[config.mk]
export PLATFORM = sky130hd
export DESIGN_NAME = effect_scheduler
export DESIGN_NICKNAME = d
export VERILOG_FILES = /design/src/rtl/effect_scheduler.sv
export SDC_FILE = /design/constraint.sdc
export NUM_CORES = 1
export LEC_CHECK = 0
export ABC_AREA = 1
export BUFFER_PORTS_ARGS = -buffer_cell sky130_fd_sc_hd__buf_2
export CAP_MARGIN = 40
export CORE_UTILIZATION = 35
export DETAILED_ROUTE_END_ITERATION = 16
export GPL_TIMING_DRIVEN = 0
export PLACE_DENSITY = 0.6
export SYNTH_ARGS = -nofsm -noshare
export SYNTH_HDL_FRONTEND = slang
export SYNTH_SLANG_ARGS = --single-unit
[constraint.sdc]
create_clock -name clk -period 1.7 [get_ports clk]
set_input_delay 0.34 -clock clk [delete_from_list [all_inputs] [get_ports clk]]
set_output_delay 0.34 -clock clk [all_outputs]
set_load 0.02 [all_outputs]
[src/rtl/effect_scheduler.sv]
// Sequencer for the 7-digit seven-segment message display: loads the message into the
// effect engines, rotates the active effect and muxes the active engine onto the pins.
//
// state | meaning
// LOAD  | stream msg[0..6] over check/text_index, display dark, enable=7
// RUN   | active effect drives the display, dwell counting
// BLANK | dark gap between effects, then advance effect index
module effect_scheduler #(
    parameter int NUM_EFFECTS  = 4,
    parameter int DWELL_TICKS  = 250000000,
    parameter int BLANK_CYCLES = 12500000,
    parameter int HOLD         = 2
) (
    input  logic                     clk,
    input  logic                     rst_n,
    input  logic                     auto_mode,
    input  logic                     btn_next,
    input  logic                     btn_freq,
    input  logic                     wr_en,
    input  logic [2:0]               wr_addr,
    input  logic [6:0]               wr_char,
    input  logic [7*NUM_EFFECTS-1:0] eff_trans,
    input  logic [7*NUM_EFFECTS-1:0] eff_led,
    output logic [2:0]               enable,
    output logic [1:0]               frequency,
    output logic [3:0]               check,
    output logic [6:0]               text_index,
    output logic [6:0]               trans,
    output logic [6:0]               led7seg,
    output logic                     busy
);

    typedef enum logic [1:0] {ST_LOAD, ST_RUN, ST_BLANK} state_t;

    localparam int              HW         = (HOLD > 1) ? $clog2(HOLD) : 1;
    localparam logic [HW-1:0]   HOLD_LAST  = HW'(HOLD - 1);
    localparam logic [27:0]     DWELL_LAST = 28'(DWELL_TICKS - 1);
    localparam logic [27:0]     BLANK_LAST = 28'(BLANK_CYCLES - 1);
    localparam logic [2:0]      EFF_LAST   = 3'(NUM_EFFECTS - 1);
    localparam logic [2:0]      SLOT_DONE  = 3'd7;

    state_t          state_q, state_d;
    logic [6:0]      msg_q [7];
    logic [6:0]      msg_d [7];
    logic [2:0]      effect_q, effect_d;
    logic [1:0]      frequency_q, frequency_d;
    logic            pending_q, pending_d;
    logic [2:0]      slot_q, slot_d;
    logic [HW-1:0]   hold_q, hold_d;
    logic [27:0]     dwell_q, dwell_d;
    logic [27:0]     blank_q, blank_d;
    logic [3:0]      check_q, check_d;
    logic [6:0]      text_index_q, text_index_d;
    logic [6:0]      trans_q, trans_d;
    logic [6:0]      led7seg_q, led7seg_d;

    logic            wr_valid;
    logic            ld_present;
    logic [2:0]      ld_slot;
    logic [HW-1:0]   ld_hold;

    assign wr_valid = wr_en && (wr_addr != 3'd7);

    always_comb begin
        state_d      = state_q;
        msg_d        = msg_q;
        effect_d     = effect_q;
        frequency_d  = frequency_q;
        pending_d    = pending_q;
        slot_d       = slot_q;
        hold_d       = hold_q;
        dwell_d      = dwell_q;
        blank_d      = blank_q;
        check_d      = 4'd15;
        text_index_d = 7'd0;
        ld_present   = 1'b0;
        ld_slot      = slot_q;
        ld_hold      = hold_q;
        trans_d      = 7'h7F;
        led7seg_d    = 7'h7F;

        if (wr_valid) begin
            msg_d[wr_addr] = wr_char;
            pending_d      = 1'b1;
        end
        if (btn_freq) begin
            frequency_d = frequency_q + 2'd1;
        end

        case (state_q)
            ST_LOAD: begin
                if (slot_q == SLOT_DONE) begin
                    if (pending_q) begin
                        // chain straight into another pass; a write this cycle re-arms it
                        pending_d  = wr_valid;
                        ld_slot    = 3'd0;
                        ld_hold    = '0;
                        ld_present = 1'b1;
                    end else begin
                        state_d = ST_RUN;
                        dwell_d = 28'd0;
                        slot_d  = 3'd0;
                        hold_d  = '0;
                    end
                end else begin
                    ld_present = 1'b1;
                end
            end
            ST_RUN: begin
                dwell_d = dwell_q + 28'd1;
                if (wr_valid || pending_q) begin
                    state_d   = ST_LOAD;
                    pending_d = 1'b0;
                    slot_d    = 3'd0;
                    hold_d    = '0;
                end else if ((auto_mode && (dwell_q == DWELL_LAST)) || btn_next) begin
                    state_d = ST_BLANK;
                    blank_d = 28'd0;
                end
            end
            ST_BLANK: begin
                if (blank_q == BLANK_LAST) begin
                    state_d  = ST_RUN;
                    effect_d = (effect_q == EFF_LAST) ? 3'd0 : effect_q + 3'd1;
                    dwell_d  = 28'd0;
                    blank_d  = 28'd0;
                end else begin
                    blank_d = blank_q + 28'd1;
                end
            end
            default: state_d = ST_LOAD;
        endcase

        if (ld_present) begin
            check_d      = {1'b0, ld_slot};
            text_index_d = msg_q[ld_slot];
            if (ld_hold == HOLD_LAST) begin
                hold_d = '0;
                slot_d = ld_slot + 3'd1;
            end else begin
                hold_d = ld_hold + HW'(1);
                slot_d = ld_slot;
            end
        end

        if (state_d == ST_RUN) begin
            for (int k = 0; k < NUM_EFFECTS; k++) begin
                if (effect_d == 3'(k)) begin
                    trans_d   = eff_trans[7*k +: 7];
                    led7seg_d = eff_led[7*k +: 7];
                end
            end
        end
    end

    always_ff @(posedge clk or negedge rst_n) begin
        if (!rst_n) begin
            state_q      <= ST_LOAD;
            for (int i = 0; i < 7; i++) begin
                msg_q[i] <= 7'd0;
            end
            effect_q     <= 3'd0;
            frequency_q  <= 2'b01;
            pending_q    <= 1'b0;
            slot_q       <= 3'd0;
            hold_q       <= '0;
            dwell_q      <= 28'd0;
            blank_q      <= 28'd0;
            check_q      <= 4'd15;
            text_index_q <= 7'd0;
            trans_q      <= 7'h7F;
            led7seg_q    <= 7'h7F;
        end else begin
            state_q      <= state_d;
            msg_q        <= msg_d;
            effect_q     <= effect_d;
            frequency_q  <= frequency_d;
            pending_q    <= pending_d;
            slot_q       <= slot_d;
            hold_q       <= hold_d;
            dwell_q      <= dwell_d;
            blank_q      <= blank_d;
            check_q      <= check_d;
            text_index_q <= text_index_d;
            trans_q      <= trans_d;
            led7seg_q    <= led7seg_d;
        end
    end

    assign enable     = (state_q == ST_RUN) ? effect_q : 3'b111;
    assign busy       = (state_q == ST_LOAD);
    assign frequency  = frequency_q;
    assign check      = check_q;
    assign text_index = text_index_q;
    assign trans      = trans_q;
    assign led7seg    = led7seg_q;

endmodule

==> results of run 1 <==
-- power breakdown --
group,total (mW),internal (mW),switching (mW)
clock,3.87,2.22,1.66
sequential,5.19,4.44,0.750
combinational,8.05,3.45,4.60
total,17.1,10.1,7.00
-- cell families (layout without fill, tap and decap cells) --
logic type | count (synthesis) | count (layout) | synth area share (%)
flops | 142 | 142 | 44.8
buf+inv | 171 | 398 | 8.74
fa+ha+maj | 4 | 4 | 0.626
compound gates | 166 | 166 | 11.9
other cells | 0 | 1 | 0
simple gates | 565 | 567 | 31.2
xor+xnor | 25 | 25 | 2.74
-- final timing paths --
kind / from / endpoint / slack (ps) / cells after the start
worst min register to register: frequency[1] / frequency[1] / 470 / 1
worst max register to register: blank_q[0] / blank_q[22] / -320 / 10
max in group asynchronous: rst_n / check[3] / 380 / 3
worst min-delay path: btn_freq / frequency[0] / 60 / 2
min in group asynchronous: rst_n / blank_q[20] / 480 / 2
worst max-delay path: blank_q[0] / blank_q[22] / -320 / 10
-- area by class of cell --
class                      count  area [um2]  area share, %
multi-input combinational    762        4630           40.0
buffer                        34         330           2.85
antenna                        1        2.50         0.0216
clock inverter                15         175           1.51
inverter                     136         558           4.82
sequential                   142        3590           31.0
clock buffer                  17         425           3.67
tap                          280         350           3.02
timing repair buffer         196        1520           13.1
-- per-layer routing --
metal | GRT usage [%] | vias to the layer above
met5 | 0 | -
met4 | 7.12 | 0
met3 | 3.88 | 41
met2 | 35.2 | 243
met1 | 27.1 | 3957
li1 | - | 3989
-- stage by stage --
stage	total power, mW	hold WS, ps	TNS [ps]	setup WS, ps
2_1_floorplan	8.36	44.4	-1860	-141
3_3_place_gp	9.88	457	-284500	-1880
3_5_place_dp	9.99	390	-35810	-614
4_1_cts	16.0	52.0	-11290	-267
5_1_grt	18.0	58.9	-24130	-426
6_report	17.1	60.4	-15870	-321
-- cell usage in the layout, fill, tap and decap left out, drive strengths merged --
| cell | count |
|---|---|
| clkinv | 6 |
| inv | 143 |
| a22o | 2 |
| xor2 | 19 |
| nand4 | 52 |
| o32ai | 6 |
| dfrtp | 123 |
| nand3 | 59 |
| nand2 | 318 |
| dlygate4sd3 | 1 |
| a32o | 7 |
| o221ai | 1 |
| bufinv | 2 |
| or2 | 9 |
| o21ai | 111 |
| nor4 | 9 |
| ha | 4 |
| dfstp | 19 |
| xnor2 | 6 |
| nor3 | 27 |
| nor4b | 2 |
| a31oi | 4 |
| clkbuf | 31 |
| diode | 1 |
| o22ai | 11 |
| a21oi | 16 |
| o211ai | 7 |
| nor2 | 91 |
| buf | 215 |
| o21a | 1 |
-- cell usage after synthesis, types with 2 or more instances --
cell and instances:
or2_2 9, o32ai_1 6, inv_2 7, dfstp_2 19
o21ai_1 6, nor3_1 27, o22ai_1 11, a32o_1 7
a31oi_1 4, nor4b_1 2, ha_1 4, xor2_1 19
buf_4 3, o21ai_0 103, nor2_1 86, nand3_2 6
nor4_1 9, a21oi_1 16, inv_4 2, nand2_2 3
dfrtp_1 123, a22o_1 2, nand3_1 50, nor2_2 3
nand4_1 52, buf_6 3, nand2_1 314, xnor2_1 6
clkbuf_1 15, inv_1 126, buf_2 14, o211ai_1 7
nor2_4 2
-- registers in the layout, indices dropped and copies added (netlist names) --
name	count
pending_q	1
trans	7
check	4
effect_q	3
state_q	2
frequency	2
text_index	7
led7seg	7
blank_q	28
slot_q	3
dwell_q	28
hold_q	1
msg_q	49
-- what timing repair did --
action,4_1_cts,5_1_grt
endpoints found under the hold margin,48,0
pin swaps,50,71
hold buffers,1,0
gates resized for setup,225,178
gates cloned,11,3
setup endpoints to repair,91,89
buffers inserted,51,29
==> run metrics, run 1 <==
Max Cap Violations=0; Synth Instances=~1100; layout cells sized above 1=between 30% and 40%; # DRC=0; CP arrival=approximately 2300 ps; RSZ-0062 raised after global routing=yes; maximum fanout along the worst path=3; share of synthesized registers carrying an async set or reset=between 90% and 100%; Main synth FF type=dfrtp_1; vias in the first global route=approximately 8000; top cell type by total area after synthesis=dfrtp_1; DR WL met3=approximately 1100 um; slowest CP cell=dfrtp_1; Worst setup SP type=flop; Total GRT Usage=a little over a fifth; Root Buffer=clkbuf_16; WP buf/inv=1; Final setup viols=83; failing checks=setup timing; fin crit period=roughly 2000 ps; Vert. Die Dim=about 150 um; post-synthesis cell type count=40; Die Wd=153 um; Hold WC Path Type=in2reg; post-place instance area=8930 um2; crit path capture type=flop; io pins=103; GRT overflow=0; fin nets=approximately 1400; Hold Violations, Final=0; post-synth net total=between 1000 and 1500; Post-Layout Inst Area=approximately 12000 um2; critical path required time=approximately 2000 ps; worst slew pin tran=between 700 and 800 ps; Max Freq=approximately 490 MHz; synthesis warning total=0; Post-synth EDFFs=0; Placed Instances=between 1000 and 1500; DRT iter0 DRCs=530; vias=8230; CORE AREA=22100 um2; critical path's largest stage delay=390 ps; CTS tree=yes; initial antenna violation count=1; Die Area=23400 um2; final design utilization=a little over half; Port Buf Inserts=between 100 and 150; wire length on met1=between 10000 and 15000 um; max-slew violations=0; Lkg Pwr=between 5 and 6 nW; pwr/cell area=~1500 nW/um2; synth top area cells=dfrtp_1 (39%), nand2_1 (15%), o21ai_0 (6.5%), dfstp_2 (6.2%), inv_1 (5.9%); RD Place Congestion=~0.9; post-synth top area share=approximately 39%; clk slew on worst S/H paths=70 ps; Slew HR=~50%; Pre-Repair DR Iteration Count=5; clock buffer depth=2; CTS Buf Count=17; FF+latch count, synth=142; met2 routed WL=12300 um; Seq/Total Area, Yosys=between 40 and 50%; CTS H-Tree Depth=4; worst skew pair latency=~430 ps; critical path, cell by cell=ha_4, nand3_4, buf_4, nor2_4, nand2_1, nor2_2, nand4_1, nor3_2, xor2_1, o21ai_1; row count=54; period utilization=119%; Initial Util=36.2%; P&R area growth vs syn=45.0%; Non-Filler Instances=1583; synthesized area=around 8000 um2; Peak VDD IR=approximately 0.00086 V; Post-DRT Antenna Nets=0; Final WS setup=-321 ps; Layout Skew=9.44 ps; total wire length=24900 um; WL/cell=15.7 um; first-pass GRT wire length=a little under 40000 um; fill cell count=around 2000; critical path class=reg2reg; hpwl dp=15600 um; largest net degree at the start of global routing=81; Vias per Instance=5.20; Clock Sinks=142; outcome=finished, violations left; Top Metal Used=met4; kind of cell adding the most delay to the critical path=simple AND/OR/NAND/NOR gates; syn avg cell area=roughly 7.4 um2
Power figures use the tool's default switching activity.
==> run 2, diff against run 1 <==
--- a/config.mk
+++ b/config.mk
@@ -12,6 +12,7 @@
 export DETAILED_ROUTE_END_ITERATION = 16
 export GPL_TIMING_DRIVEN = 0
 export PLACE_DENSITY = 0.6
+export REMOVE_ABC_BUFFERS = 1
 export SYNTH_ARGS = -nofsm -noshare
 export SYNTH_HDL_FRONTEND = slang
 export SYNTH_SLANG_ARGS = --single-unit
==> run 2 against run 1 <==
  * The run still ends with setup timing left
  * Largest cell class unchanged
  * Clock-buffer cell count stayed put
  * Sequential cell count stayed put
  * Power is 0.87% higher
==> run metrics, run 2 (same netlist as run 1, synthesis figures left out) <==
outcome=finished, violations left; failing checks=setup timing; fill cell count=1935 (-3.7%); worst skew pair latency=440 ps (about the same); Max Freq=469 MHz (-5.1%); antenna fix cells=0 (-1); Final setup viols=81 (-2.4%); crit path capture type=flop; CTS tree=yes; worst slew pin tran=651 ps (-108 ps); maximum fanout along the worst path=7 (+4); Port Buf Inserts=102 (unchanged); Post-DRT Antenna Nets=0 (unchanged); fin crit period=2130 ps (+109 ps); Slew HR=56.6% (+7.2 points); Initial Util=36.2% (unchanged); Biggest register=msg_q; initial antenna violation count=0 (-1); slowest CP cell=dfrtp_2; Layout Skew=12.0 ps (+2.58 ps); max reg flops=49 (unchanged); hpwl dp=14000 um (-10%); critical path class=reg2reg; Hold WC Path Type=in2reg; # DRC=0 (unchanged); pwr/cell area=1470 nW/um2 (-0.66%); Largest regs=msg_q x49, blank_q x28, dwell_q x28; Tot Pwr=17.3 mW (+0.87%); max-slew violations=0 (unchanged); Vert. Die Dim=153 um (unchanged); Pre-Repair DR Iteration Count=5 (unchanged); Max Cap Violations=0 (unchanged); setup_tns=-18130 ps (-2260 ps); post-place instance area=8740 um2 (-2.2%); clock buffer depth=2 (unchanged); CTS Buf Count=17 (unchanged); Total GRT Usage=21.0% (about the same); Vias per Instance=5.30 (+2.0%); io pins=103 (unchanged); Lkg Pwr=5.35 nW (about the same); Peak VDD IR=0.000724 V (-15%); register area=3600 um2 (+0.28%); RD Place Congestion=0.854 (-4.6%); P&R area growth vs syn=47.3%; CTS H-Tree Depth=4 (unchanged); Die Area=23400 um2 (unchanged); DRT iter0 DRCs=626 (+18%); row count=54 (unchanged); Crit path top cell by count=nand2_1; Worst setup SP type=flop; Final WS setup=-430 ps (-109 ps); GRT overflow=0 (unchanged); RSZ-0062 raised after global routing=yes; critical path, cell by cell=nor2_2, nand2_1, nor2_2, nand2_2, nor2_4, buf_12, nand3_4, nand2_8, buf_4, nand3_4, nor2_1, nor2_1, nand2_1, nand2_1; period utilization=125% (+6.4 points); fin nets=1377 (+0.88%); Hold Violations, Final=0 (unchanged); Post-Layout Inst Area=11800 um2 (+1.5%); CORE AREA=22100 um2 (unchanged); first-pass GRT wire length=39500 um (+0.35%); most common cell after layout, fill and taps aside=nand2_1; clk slew on worst S/H paths=60 ps (about the same); vias=8449 (+2.7%); total wire length=26400 um (+6.2%); CP arrival=2490 ps (+160 ps); WL/cell=16.6 um (+5.5%); Clock Sinks=142 (unchanged); final design utilization=53.2% (+0.80 points); Multi-input gate area=4780 um2 (+3.2%); vias in the first global route=7975 (+0.14%); critical path's largest stage delay=470 ps (+80 ps); largest net degree at the start of global routing=82 (+1.2%); Root Buffer=clkbuf_16; layout cells sized above 1=40.5% (+1.2 points); critical path required time=2060 ps (+50 ps); most frequent cells in the layout=nand2_1 (248), inv_1 (104), dfrtp_1 (103); Die Wd=153 um (unchanged)
==> run 2: cell types whose count changed in the layout (fill, tap and decap cells not counted), moves of 6 or more <==
cell	change
nand2_8	+11
buf_8	-9
buf_4	+19
clkinvlp_4	+10
o21ai_1	+8
dfrtp_2	+8
o21ai_2	-6
dfrtp_1	-8
clkbuf_1	-9
==> run 2: where the power goes <==
part / internal [mW] / switching [mW]
Sequential: 4.45 / 0.761
Combinational: 3.39 / 4.74
Clock: 2.33 / 1.58
==> run 2: worst paths after layout <==
kind	from	to	slack, ps	depth (start not counted)
max reg2reg	blank_q[16]	led7seg[3]	-430	14
max in group asynchronous	rst_n	check[0]	380	3
min reg2reg	frequency[1]	frequency[1]	470	1
min	btn_freq	frequency[0]	70	2
min in group asynchronous	rst_n	blank_q[19]	470	2
max	blank_q[16]	led7seg[3]	-430	14
==> run 2: timing repair <==
action,CTS,global route
setup endpoints to repair,90,87
endpoints found under the hold margin,46,0
pin swaps,80,80
hold buffers,1,0
cloned,16,3
resized for setup,217,179
buffers inserted,70,53
==> run 2: area by class of cell <==
type,instances,share of cell area [%]
clock buffer,17,3.62
clock inverter,15,1.60
inverter,136,4.94
multi-input combinational,769,40.7
sequential,142,30.6
tap,280,2.98
timing repair buffer,227,15.1
timing repair inverter,8,0.468
==> run 2: metrics by stage <==
step | hold WS [ps] | setup WS (ps) | instances
3_5_place_dp | 392 | -1030 | 1425
6_report | 66.4 | -430 | 1594
4_1_cts | 60.1 | -289 | 1543
3_3_place_gp | 455 | -1900 | 1420
2_1_floorplan | 44.4 | -620 | 1038
5_1_grt | 75.2 | -502 | 1594
==> run 2: per-layer routing <==
metal,wire [um],GRT usage (%)
met2,13000,34.9
met5,0,0
met4,961,7.65
met1,11100,27.2
met3,1320,3.91
==> run 2: worst max-delay path, delay by kind of cell, from the launching register on <==
family,cells,cell delay [ps]
simple gates,12,1310
flops,1,470
buf+inv,2,270
